<file path="config.mk">
export PLATFORM = sky130hd
export DESIGN_NAME = cpu_control_unit
export DESIGN_NICKNAME = d
export VERILOG_FILES = /design/src/rtl/cpu_ctrl_pkg.sv /design/src/rtl/cpu_control_unit_branch.sv /design/src/rtl/cpu_control_unit.sv
export SDC_FILE = /design/constraint.sdc
export NUM_CORES = 1
export LEC_CHECK = 0
export ABC_CLOCK_PERIOD_IN_PS = 6900
export CAP_MARGIN = 40
export CORE_UTILIZATION = 48
export CTS_BUF_LIST = sky130_fd_sc_hd__clkbuf_2
export DETAILED_ROUTE_END_ITERATION = 8
export GPL_TIMING_DRIVEN = 0
export PLACE_DENSITY = 0.88
export SYNTH_ARGS = -nofsm -noshare
export SYNTH_HDL_FRONTEND = slang
export SYNTH_SLANG_ARGS = --single-unit
export TNS_END_PERCENT = 5
</file>
<file path="constraint.sdc">
create_clock -name clk_i -period 6.9 [get_ports clk_i]
set_clock_uncertainty 0.2 [all_clocks]
set_input_delay 1.035 -clock clk_i [delete_from_list [all_inputs] [get_ports clk_i]]
set_output_delay 1.035 -clock clk_i [all_outputs]
set_load 0.02 [all_outputs]
</file>
<file path="src/rtl/cpu_ctrl_pkg.sv">
// Shared encodings for the multicycle CPU control unit: states, opcodes, ALU function codes.
package cpu_ctrl_pkg;

  typedef enum logic [4:0] {
    StRst, StF0, StF1, StF2, StF3, StDec,
    StR0, StR1, StR2, StR3,
    StL0, StL1, StL2, StL3,
    StS0, StS1, StS2, StS3, StS4,
    StB0, StB1, StB2,
    StHlt
  } state_e;

  localparam logic [6:0] OpcRFirst = 7'h01;
  localparam logic [6:0] OpcRLast  = 7'h06;
  localparam logic [6:0] OpcLd     = 7'h10;
  localparam logic [6:0] OpcSt     = 7'h11;
  localparam logic [6:0] OpcBz     = 7'h20;
  localparam logic [6:0] OpcBc     = 7'h21;
  localparam logic [6:0] OpcBs     = 7'h22;
  localparam logic [6:0] OpcBv     = 7'h23;
  localparam logic [6:0] OpcJmp    = 7'h24;
  localparam logic [6:0] OpcHlt    = 7'h7F;

  localparam logic [2:0] FselAdd   = 3'd0;
  localparam logic [2:0] FselSub   = 3'd1;
  localparam logic [2:0] FselAnd   = 3'd2;
  localparam logic [2:0] FselOr    = 3'd3;
  localparam logic [2:0] FselXor   = 3'd4;
  localparam logic [2:0] FselNot   = 3'd5;
  localparam logic [2:0] FselPassX = 3'd7;

  // Bit positions inside the latched {C, V, S, Z} flag word.
  localparam int unsigned FlagC = 3;
  localparam int unsigned FlagV = 2;
  localparam int unsigned FlagS = 1;
  localparam int unsigned FlagZ = 0;

endpackage

</file>
<file path="src/rtl/cpu_control_unit_branch.sv">
// Branch-condition evaluation: decides whether a branch opcode is taken from the latched flags.
module cpu_branch_cond
  import cpu_ctrl_pkg::*;
#(
  parameter int unsigned OPC_W = 7
) (
  input  logic [OPC_W-1:0] opc_i,
  input  logic [3:0]       flags_i,
  output logic             taken_o
);

  always_comb begin
    taken_o = 1'b0;
    case (opc_i)
      OPC_W'(OpcBz):  taken_o = flags_i[FlagZ];
      OPC_W'(OpcBc):  taken_o = flags_i[FlagC];
      OPC_W'(OpcBs):  taken_o = flags_i[FlagS];
      OPC_W'(OpcBv):  taken_o = flags_i[FlagV];
      OPC_W'(OpcJmp): taken_o = 1'b1;
      default:        taken_o = 1'b0;
    endcase
  end

endmodule

</file>
<file path="src/rtl/cpu_control_unit.sv">
// Multicycle control FSM driving the CPU datapath: fetch, decode, R-type, LD, ST, branch, HALT.
module cpu_control_unit
  import cpu_ctrl_pkg::*;
#(
  parameter int unsigned OPC_W = 7,
  parameter int unsigned RA_W  = 3,
  parameter int unsigned ST_W  = 5,
  parameter int unsigned CNT_W = 16
) (
  input  logic             clk_i,
  input  logic             reset_i,
  input  logic [OPC_W-1:0] opc_i,
  input  logic [RA_W-1:0]  opd1_i,
  input  logic [RA_W-1:0]  opd2_i,
  input  logic [RA_W-1:0]  opd3_i,
  input  logic             C_i,
  input  logic             V_i,
  input  logic             S_i,
  input  logic             Z_det_i,
  output logic             ldPC_o,
  output logic             ldIR_o,
  output logic             ldMAR_o,
  output logic             ldtmp_o,
  output logic             ldMDRZ_o,
  output logic             ldMDRdata_o,
  output logic             ldALU_o,
  output logic             ldXPC_o,
  output logic             ldYPC_o,
  output logic             ldXtmp_o,
  output logic             ldYtmp_o,
  output logic             ldXreg_o,
  output logic             ldYreg_o,
  output logic             ldXmem_o,
  output logic             ldYmem_o,
  output logic             ldXtmp2_o,
  output logic             ldYtmp2_o,
  output logic             rd_mem_o,
  output logic             wr_mem_o,
  output logic             rd_reg_o,
  output logic             wr_reg_o,
  output logic [RA_W-1:0]  rd_regA_o,
  output logic [RA_W-1:0]  wr_regA_o,
  output logic [2:0]       fsel_o,
  output logic [ST_W-1:0]  state_o,
  output logic [ST_W-1:0]  next_state_o,
  output logic             halted_o,
  output logic [CNT_W-1:0] instr_cnt_o
);

  state_e           state_q, state_d;
  logic [3:0]       flags_q;
  logic [CNT_W-1:0] cnt_q;
  logic             taken;
  logic             is_rtype;

  assign is_rtype = (opc_i >= OPC_W'(OpcRFirst)) && (opc_i <= OPC_W'(OpcRLast));

  cpu_branch_cond #(
    .OPC_W(OPC_W)
  ) u_branch_cond (
    .opc_i  (opc_i),
    .flags_i(flags_q),
    .taken_o(taken)
  );

  always_ff @(posedge clk_i or posedge reset_i) begin
    if (reset_i) begin
      state_q <= StRst;
      flags_q <= 4'b0000;
      cnt_q   <= '0;
    end else begin
      state_q <= state_d;
      if (state_q == StR3) begin
        flags_q <= {C_i, V_i, S_i, Z_det_i};
      end
      // An instruction retires whenever the FSM returns to fetch, except right after reset.
      if ((state_d == StF0) && (state_q != StRst)) begin
        cnt_q <= cnt_q + 1'b1;
      end
    end
  end

  always_comb begin
    state_d = StRst;
    unique case (state_q)
      StRst: state_d = StF0;
      StF0:  state_d = StF1;
      StF1:  state_d = StF2;
      StF2:  state_d = StF3;
      StF3:  state_d = StDec;
      StDec: begin
        if (is_rtype)                                        state_d = StR0;
        else if (opc_i == OPC_W'(OpcLd))                     state_d = StL0;
        else if (opc_i == OPC_W'(OpcSt))                     state_d = StS0;
        else if ((opc_i >= OPC_W'(OpcBz)) &&
                 (opc_i <= OPC_W'(OpcJmp)))                  state_d = StB0;
        else if (opc_i == OPC_W'(OpcHlt))                    state_d = StHlt;
        else                                                 state_d = StF0;
      end
      StR0:  state_d = StR1;
      StR1:  state_d = StR2;
      StR2:  state_d = StR3;
      StR3:  state_d = StF0;
      StL0:  state_d = StL1;
      StL1:  state_d = StL2;
      StL2:  state_d = StL3;
      StL3:  state_d = StF0;
      StS0:  state_d = StS1;
      StS1:  state_d = StS2;
      StS2:  state_d = StS3;
      StS3:  state_d = StS4;
      StS4:  state_d = StF0;
      StB0:  state_d = taken ? StB1 : StF0;
      StB1:  state_d = StB2;
      StB2:  state_d = StF0;
      StHlt: state_d = StHlt;
      default: state_d = StRst;
    endcase
  end

  always_comb begin
    ldPC_o      = 1'b0;
    ldIR_o      = 1'b0;
    ldMAR_o     = 1'b0;
    ldtmp_o     = 1'b0;
    ldMDRZ_o    = 1'b0;
    ldMDRdata_o = 1'b0;
    ldALU_o     = 1'b0;
    ldXPC_o     = 1'b0;
    ldYtmp_o    = 1'b0;
    ldXreg_o    = 1'b0;
    ldYreg_o    = 1'b0;
    ldYtmp2_o   = 1'b0;
    rd_mem_o    = 1'b0;
    wr_mem_o    = 1'b0;
    rd_reg_o    = 1'b0;
    wr_reg_o    = 1'b0;
    rd_regA_o   = '0;
    wr_regA_o   = '0;
    fsel_o      = FselAdd;
    halted_o    = 1'b0;
    unique case (state_q)
      StF0: begin ldMAR_o = 1'b1; ldXPC_o = 1'b1; end
      StF1: begin rd_mem_o = 1'b1; ldMDRdata_o = 1'b1; end
      StF2: begin ldIR_o = 1'b1; ldYtmp_o = 1'b1; fsel_o = FselAdd; ldALU_o = 1'b1; end
      StF3: ldPC_o = 1'b1;
      StR0: begin rd_reg_o = 1'b1; rd_regA_o = opd2_i; ldXreg_o = 1'b1; end
      StR1: begin rd_reg_o = 1'b1; rd_regA_o = opd3_i; ldYreg_o = 1'b1; end
      // R-type opcodes 01..06 map onto ALU functions ADD..NOT.
      StR2: begin fsel_o = opc_i[2:0] - 3'd1; ldALU_o = 1'b1; end
      StR3: begin wr_reg_o = 1'b1; wr_regA_o = opd1_i; end
      StL0: begin rd_reg_o = 1'b1; rd_regA_o = opd2_i; ldtmp_o = 1'b1; end
      StL1: ldMAR_o = 1'b1;
      StL2: begin rd_mem_o = 1'b1; ldMDRdata_o = 1'b1; end
      StL3: begin wr_reg_o = 1'b1; wr_regA_o = opd1_i; end
      StS0: begin rd_reg_o = 1'b1; rd_regA_o = opd2_i; ldtmp_o = 1'b1; end
      StS1: begin ldMAR_o = 1'b1; rd_reg_o = 1'b1; rd_regA_o = opd1_i; ldXreg_o = 1'b1; end
      StS2: begin fsel_o = FselPassX; ldALU_o = 1'b1; end
      StS3: ldMDRZ_o = 1'b1;
      StS4: wr_mem_o = 1'b1;
      StB1: begin ldXPC_o = 1'b1; ldYtmp2_o = 1'b1; fsel_o = FselAdd; ldALU_o = 1'b1; end
      StB2: ldPC_o = 1'b1;
      StHlt: halted_o = 1'b1;
      default: ;
    endcase
  end

  assign ldYPC_o      = 1'b0;
  assign ldXtmp_o     = 1'b0;
  assign ldXmem_o     = 1'b0;
  assign ldYmem_o     = 1'b0;
  assign ldXtmp2_o    = 1'b0;
  assign state_o      = ST_W'(state_q);
  assign next_state_o = ST_W'(state_d);
  assign instr_cnt_o  = cnt_q;

endmodule

</file>
# --- Word level (Yosys, flattened, before mapping) ---
# Cells that the tools add are included.
op_classes:
  bitwise: 0
  n_div: 0
  eq_ne: 31
  n_mul: 0
  order_cmp: 4
  shift: 0
  reduce_logical: 16
  mux: 26
  add_sub_neg: 2
op_table:
  columns: ["cell", "count"]
  rows:
  - ["$pmux 5 s19", 1]
  - ["$eq 5x4->1 const B", 8]
  - ["$eq 5x5->1 const B", 7]
  - ["$eq 7x6->1 const B", 5]
  - ["$mux 5", 6]
  - ["$eq 5x3->1 const B", 4]
  - ["$add 16x1->16 const B", 1]
  - ["$mux 1", 15]
  - ["$eq 7x5->1 const B", 2]
  - ["$reduce_or 2->1", 6]
  - ["$eq 5x1->1 const B", 2]
  - ["$eq 5x2->1 const B", 2]
  - ["$reduce_or 5->1", 2]
  - ["$pmux 3 s3", 1]
  - ["$eq 7x7->1 const B", 1]
  - ["$ge 7x1->1 const B", 1]
  - ["$ge 7x6->1 const B", 1]
  - ["$le 7x3->1 const B", 1]
  - ["$le 7x6->1 const B", 1]
  - ["$pmux 3 s2", 1]
  - ["$reduce_or 3->1", 2]
  - ["$logic_not 5->1", 1]
  - ["$pmux 1 s5", 1]
  - ["$reduce_bool 5->1", 1]
  - ["4 further kinds", 6]
totals:
  latch_bits: 0
  output_inout_bits: 57
  regBits: 25
  rom_bits: 0
  word_cells: 82
  in_bits: 22
  n_memories: 0
  ram_bits: 0

# --- Depth between registers and ports, before layout ---
logic_depth:
  depth_word: 9
  mapped_depth: 11
  ltp_nobuf: 9

# --- By module ---
# Synthesis repeated with hierarchy kept, for this count alone.
hier_totals:
  cells_unflattened: 227
  area_unflattened_um2: 1920.6
by_module_without_submodules:
  columns: ["module", "area_each_um2", "instances", "seq_area_each_um2", "cells_each"]
  rows:
  - ["cpu_control_unit", 1869.3, 1, 625.6, 220]
  - ["cpu_branch_cond", 51.3, 1, 0.0, 7]

# --- Worst setup path before layout ---
# OpenSTA, ideal clock, no wires.
synth_timing:
  path_type: "input port to flip-flop"
  from: "input opc_i[0]"
  to: "register cnt_q[10], in the netlist instr_cnt_o[10]"
  t_arrival_ns: 3.398
  stages: 11
  setup_time_ns: 0.080
  required_time_ns: 6.620
  setup_slack_ns: 3.222
  path_cell_list: "inv_1 -> ha_1 -> and3b_1 -> nor4_4 -> a211oi_1 -> a221o_1 -> or4b_1 -> buf_2 -> buf_6 -> nor3_1 -> xnor2_1"
synth_via:
  elab_chain_len: 9
  word_cells_on_any_way: 24
synth_lines:
  columns: ["element", "line", "text"]
  rows:
  - ["start, declared", "cpu_control_unit.sv:12", "input logic [OPC_W-1:0] opc_i,"]
  - ["$ge 7x6->1 (tied with other cells)", "cpu_control_unit.sv:95", "else if ((opc_i >= OPC_W'(OpcBz)) &&"]
  - ["$logic_and 1x1->1 or $mux 5 (tied branches)", "cpu_control_unit.sv:95, cpu_control_unit.sv:97", null]
  - ["$mux 5", "cpu_control_unit.sv:95", null]
  - ["$mux 5", "cpu_control_unit.sv:94", "else if (opc_i == OPC_W'(OpcSt)) state_d = StS0;"]
  - ["$mux 5", "cpu_control_unit.sv:93", "else if (opc_i == OPC_W'(OpcLd)) state_d = StL0;"]
  - ["$mux 5", "cpu_control_unit.sv:92", "if (is_rtype) state_d = StR0;"]
  - ["$pmux 5 s19 (*)", "cpu_control_unit.sv:85", "unique case (state_q)"]
  - ["via next_state_o[4]", "cpu_control_unit.sv:45", "output logic [ST_W-1:0] next_state_o,"]
  - ["$eq 5x1->1 (*)", "cpu_control_unit.sv:77", "if ((state_d == StF0) && (state_q != StRst)) begin"]
  - ["$logic_and 1x1->1 (*)", "cpu_control_unit.sv:77", null]
  - ["end signal, assigned", "cpu_control_unit.sv:78", "cnt_q <= cnt_q + 1'b1;"]
  - ["end, declared", "cpu_control_unit.sv:52", "logic [CNT_W-1:0] cnt_q;"]
# Mark *: on every way through the listed nets, which the timed path passes. The rest lies on a longest branch.
# A chain may end at the register's enable or synchronous reset.

# --- Worst setup path in the final report ---
layout_timing:
  from: "input opc_i[1]"
  to: "output next_state_o[4]"
layout_via:
  elab_chain_len: 7
  word_cells_on_any_way: 22
layout_lines:
  columns: ["element", "line"]
  rows:
  - ["$ge 7x6->1 (tied with other cells)", "cpu_control_unit.sv:95"]
  - ["$logic_and 1x1->1 or $mux 5 (tied branches)", "cpu_control_unit.sv:95, cpu_control_unit.sv:97"]
  - ["$mux 5", "cpu_control_unit.sv:95"]
  - ["$mux 5", "cpu_control_unit.sv:94"]
  - ["$mux 5", "cpu_control_unit.sv:93"]
  - ["$mux 5", "cpu_control_unit.sv:92"]
  - ["$pmux 5 s19 (*)", "cpu_control_unit.sv:85"]
  - ["end, declared", "cpu_control_unit.sv:45"]
# Mark *: on every way between the ends. The rest lies on a longest branch, timed or not.

==> flow_metrics.py <==
metrics = {
    "run_status": {
        "status": "finished, final reports clean",
    },
    "global_routing": {
        "grt_max_degree": 15,
        "gr-usage-all-layers_pct": 25.17,
        "grt_pass1_wl_um": 8487,
        "grt.overflow.total": 0,
        "grt_antenna_before_repair": 0,
        "grt_pass1_vias": 1839,
    },
    "floorplanning": {
        "die-height_um": 65.32,
        "io_pins": 79,
        "initial_utilization_pct": 51.40,
        "fp.dieW_um": 65.32,
        "die_area_um2": 4266,
        "core_um2": 3744,
        "rows": 22,
    },
    "clock_network": {
        "cts_hold_buf": 0,
        "cts.repair.resized": 0,
        "clock_latency_ns": 0.34,
        "cts_tree": "yes",
        "cts_setup_buffers": 0,
        "cts.sinks": 25,
        "clk_transition_reported_paths_ns": 0.20,
        "cts_max_path_buffers": 2,
        "cts_inserted_buffers": 3,
        "clockRootBuffer": "clkbuf_2",
        "h-tree-depth": 1,
    },
    "critical_path": {
        "crit_type": "input port to primary output",
        "cp-start-kind": "input port",
        "cp_max_fo": 7,
        "cp-end-kind": "primary output",
        "critPathRequiredTime_ns": 5.66,
        "arrival_ns": 3.72,
    },
    "sta": {
        "fin_crit_ns": 4.954,
        "worstMarginPinSlew_ns": 0.5292,
        "max_freq_mhz": 201.8,
        "hold_viol_final": 0,
        "period_share_pct": 71.80,
        "drv_slew": 0,
        "rsz0062_at_grt": "no",
        "setup_tns_ns": 0,
        "setup_viol": 0,
        "slew_headroom_pct": 64.39,
    },
    "cells_and_area": {
        "area_delta_synth_final_pct": 43.17,
        "fillCellCount": 300,
        "layout_common_cells": "clkdlybuf4s50_1 (72), dfrtp_1 (25), nor3_1 (20)",
        "n_antenna_cell": 0,
        "final_common_cell": "clkdlybuf4s50_1",
        "finalNetCount": 333,
        "drive_gt1_share_pct": 11.15,
    },
    "power_and_ir_drop": {
        "vdd_drop_max_v": 0.0002354,
        "powerDensity_nw_per_um2": 328.5,
        "power_uw": 905.1,
        "p_leak_uw": 0.001186,
    },
    "route": {
        "drt_iter0_drc": 145,
        "routed_wl_um": 5072,
        "firstDrtPassIters": 4,
        "wl_per_cell_um": 14.37,
        "ant_nets": 0,
        "num_vias": 1982,
        "drc": 0,
        "avgViaCountPerCell": 5.615,
    },
    "yosys": {
        "avgSynthCellArea_um2": 8.591,
        "synthCells": 224,
        "synth_warnings": 0,
        "synth_edf_count": 0,
        "async_flop_share_pct": 100.0,
        "seq_area_frac_synth_pct": 32.51,
        "synthesis.area_um2": 1924,
        "synthFlopType": "dfrtp_1",
        "netlist-cell-type-count": 54,
        "ys_seq_elements": 25,
    },
    "flow_run": {
        "max_cap_viol_count": 0,
    },
    "placed_design": {
        "gp_congestion": 0.8940,
        "io_buffers": 72,
        "dpl.hpwl_um": 4084,
    },
    "hold_path": {
        "holdCritPathClass": "register to register",
    },
}
-- logic make-up (layout without fill, tap and decap cells) --
kind of cell,Yosys count,in the layout,synth area share (%)
mux,6,6,3.511
xor+xnor,17,17,7.737
simple gates,99,99,29.84
buf+inv,32,109,8.387
other cells,1,5,0.1949
flops,25,25,32.51
fa+ha+maj,5,5,3.251
compound gates,39,39,14.56
-- worst max-delay path, cell delays in order --
cell and delay (ns):
clkdlybuf4s50_1 0.60, inv_1 0.10, ha_1 0.24, nor4_1 0.37
nor4_4 0.09, a211oi_1 0.35, a221o_1 0.31, clkdlybuf4s50_1 0.63
-- power by group --
part / total [µW] / internal, µW / switching [µW]
clock network: 53.5 / 13.1 / 40.3
registers: 229 / 186 / 43.1
logic: 623 / 282 / 341
total: 905 / 481 / 424
-- cell usage after synthesis, drive strengths merged (6+ instances only) --
cell    count  share of area [%]
buf        15                5.1
nand3       7                1.8
dfrtp      25                 33
xor2       13                5.9
mux2        6                3.5
nor2       14                2.7
inv        13                2.5
nand2b     10                3.3
nand2      13                2.5
nor4        6                3.1
nor3       22                6.2
a21oi       9                2.3
-- worst paths after layout --
check                      cells past startpoint                     endpoint                         from  slack (ns)
min in group asynchronous                      2         state_o[2]$_DFF_PP0_                      reset_i        0.78
min                                            1  instr_cnt_o[15]$_DFFE_PP0P_  instr_cnt_o[15]$_DFFE_PP0P_        0.31
min reg2reg                                    1  instr_cnt_o[15]$_DFFE_PP0P_  instr_cnt_o[15]$_DFFE_PP0P_        0.31
max reg2reg                                   10  instr_cnt_o[14]$_DFFE_PP0P_         state_o[1]$_DFF_PP0_        3.82
max in group asynchronous                      3   instr_cnt_o[7]$_DFFE_PP0P_                      reset_i        5.28
max                                            8              next_state_o[4]                     opc_i[1]        1.95
-- metal layers --
layer | vias to the layer above | GRT usage (%) | routed length (µm)
met1 | 935 | 32.42 | 2155
met2 | 85 | 44.97 | 2488
met4 | 0 | 7.065 | 87
met5 | - | 0 | 0
li1 | 949 | - | -
met3 | 13 | 1.736 | 341
-- per-stage QoR --
step	std cells	hold WS [ns]	util, %	setup slack [ns]	instance area [µm²]
after floorplan	228	0.2783	-	3.222	1939
after global placement	348	0.2678	72.66	2.036	2720
after detailed placement	349	0.2799	73.06	1.989	2735
after CTS	353	0.3142	73.60	1.982	2755
after global routing	353	0.3313	73.60	1.805	2755
final	353	0.3077	73.60	1.946	2755
-- state kept, by name, summed over array words and instances (netlist names) --
signal / flops
flags_q: 4
state_o: 5
instr_cnt_o: 16
-- cell type report --
type                    instances  area, µm²  share of cell area, %
multi-input cells             171       1152                  41.83
repair buffers                 73      735.7                  26.70
flip-flops and latches         25      625.6                  22.71
plain buffers                  19      112.6                  4.087
well taps                      48      60.06                  2.180
inverters                      13      48.80                  1.771
clock buffers                   3      15.01                 0.5450
clock inverters                 1      5.005                 0.1817
No activity file was read; power rests on OpenSTA's default activity.
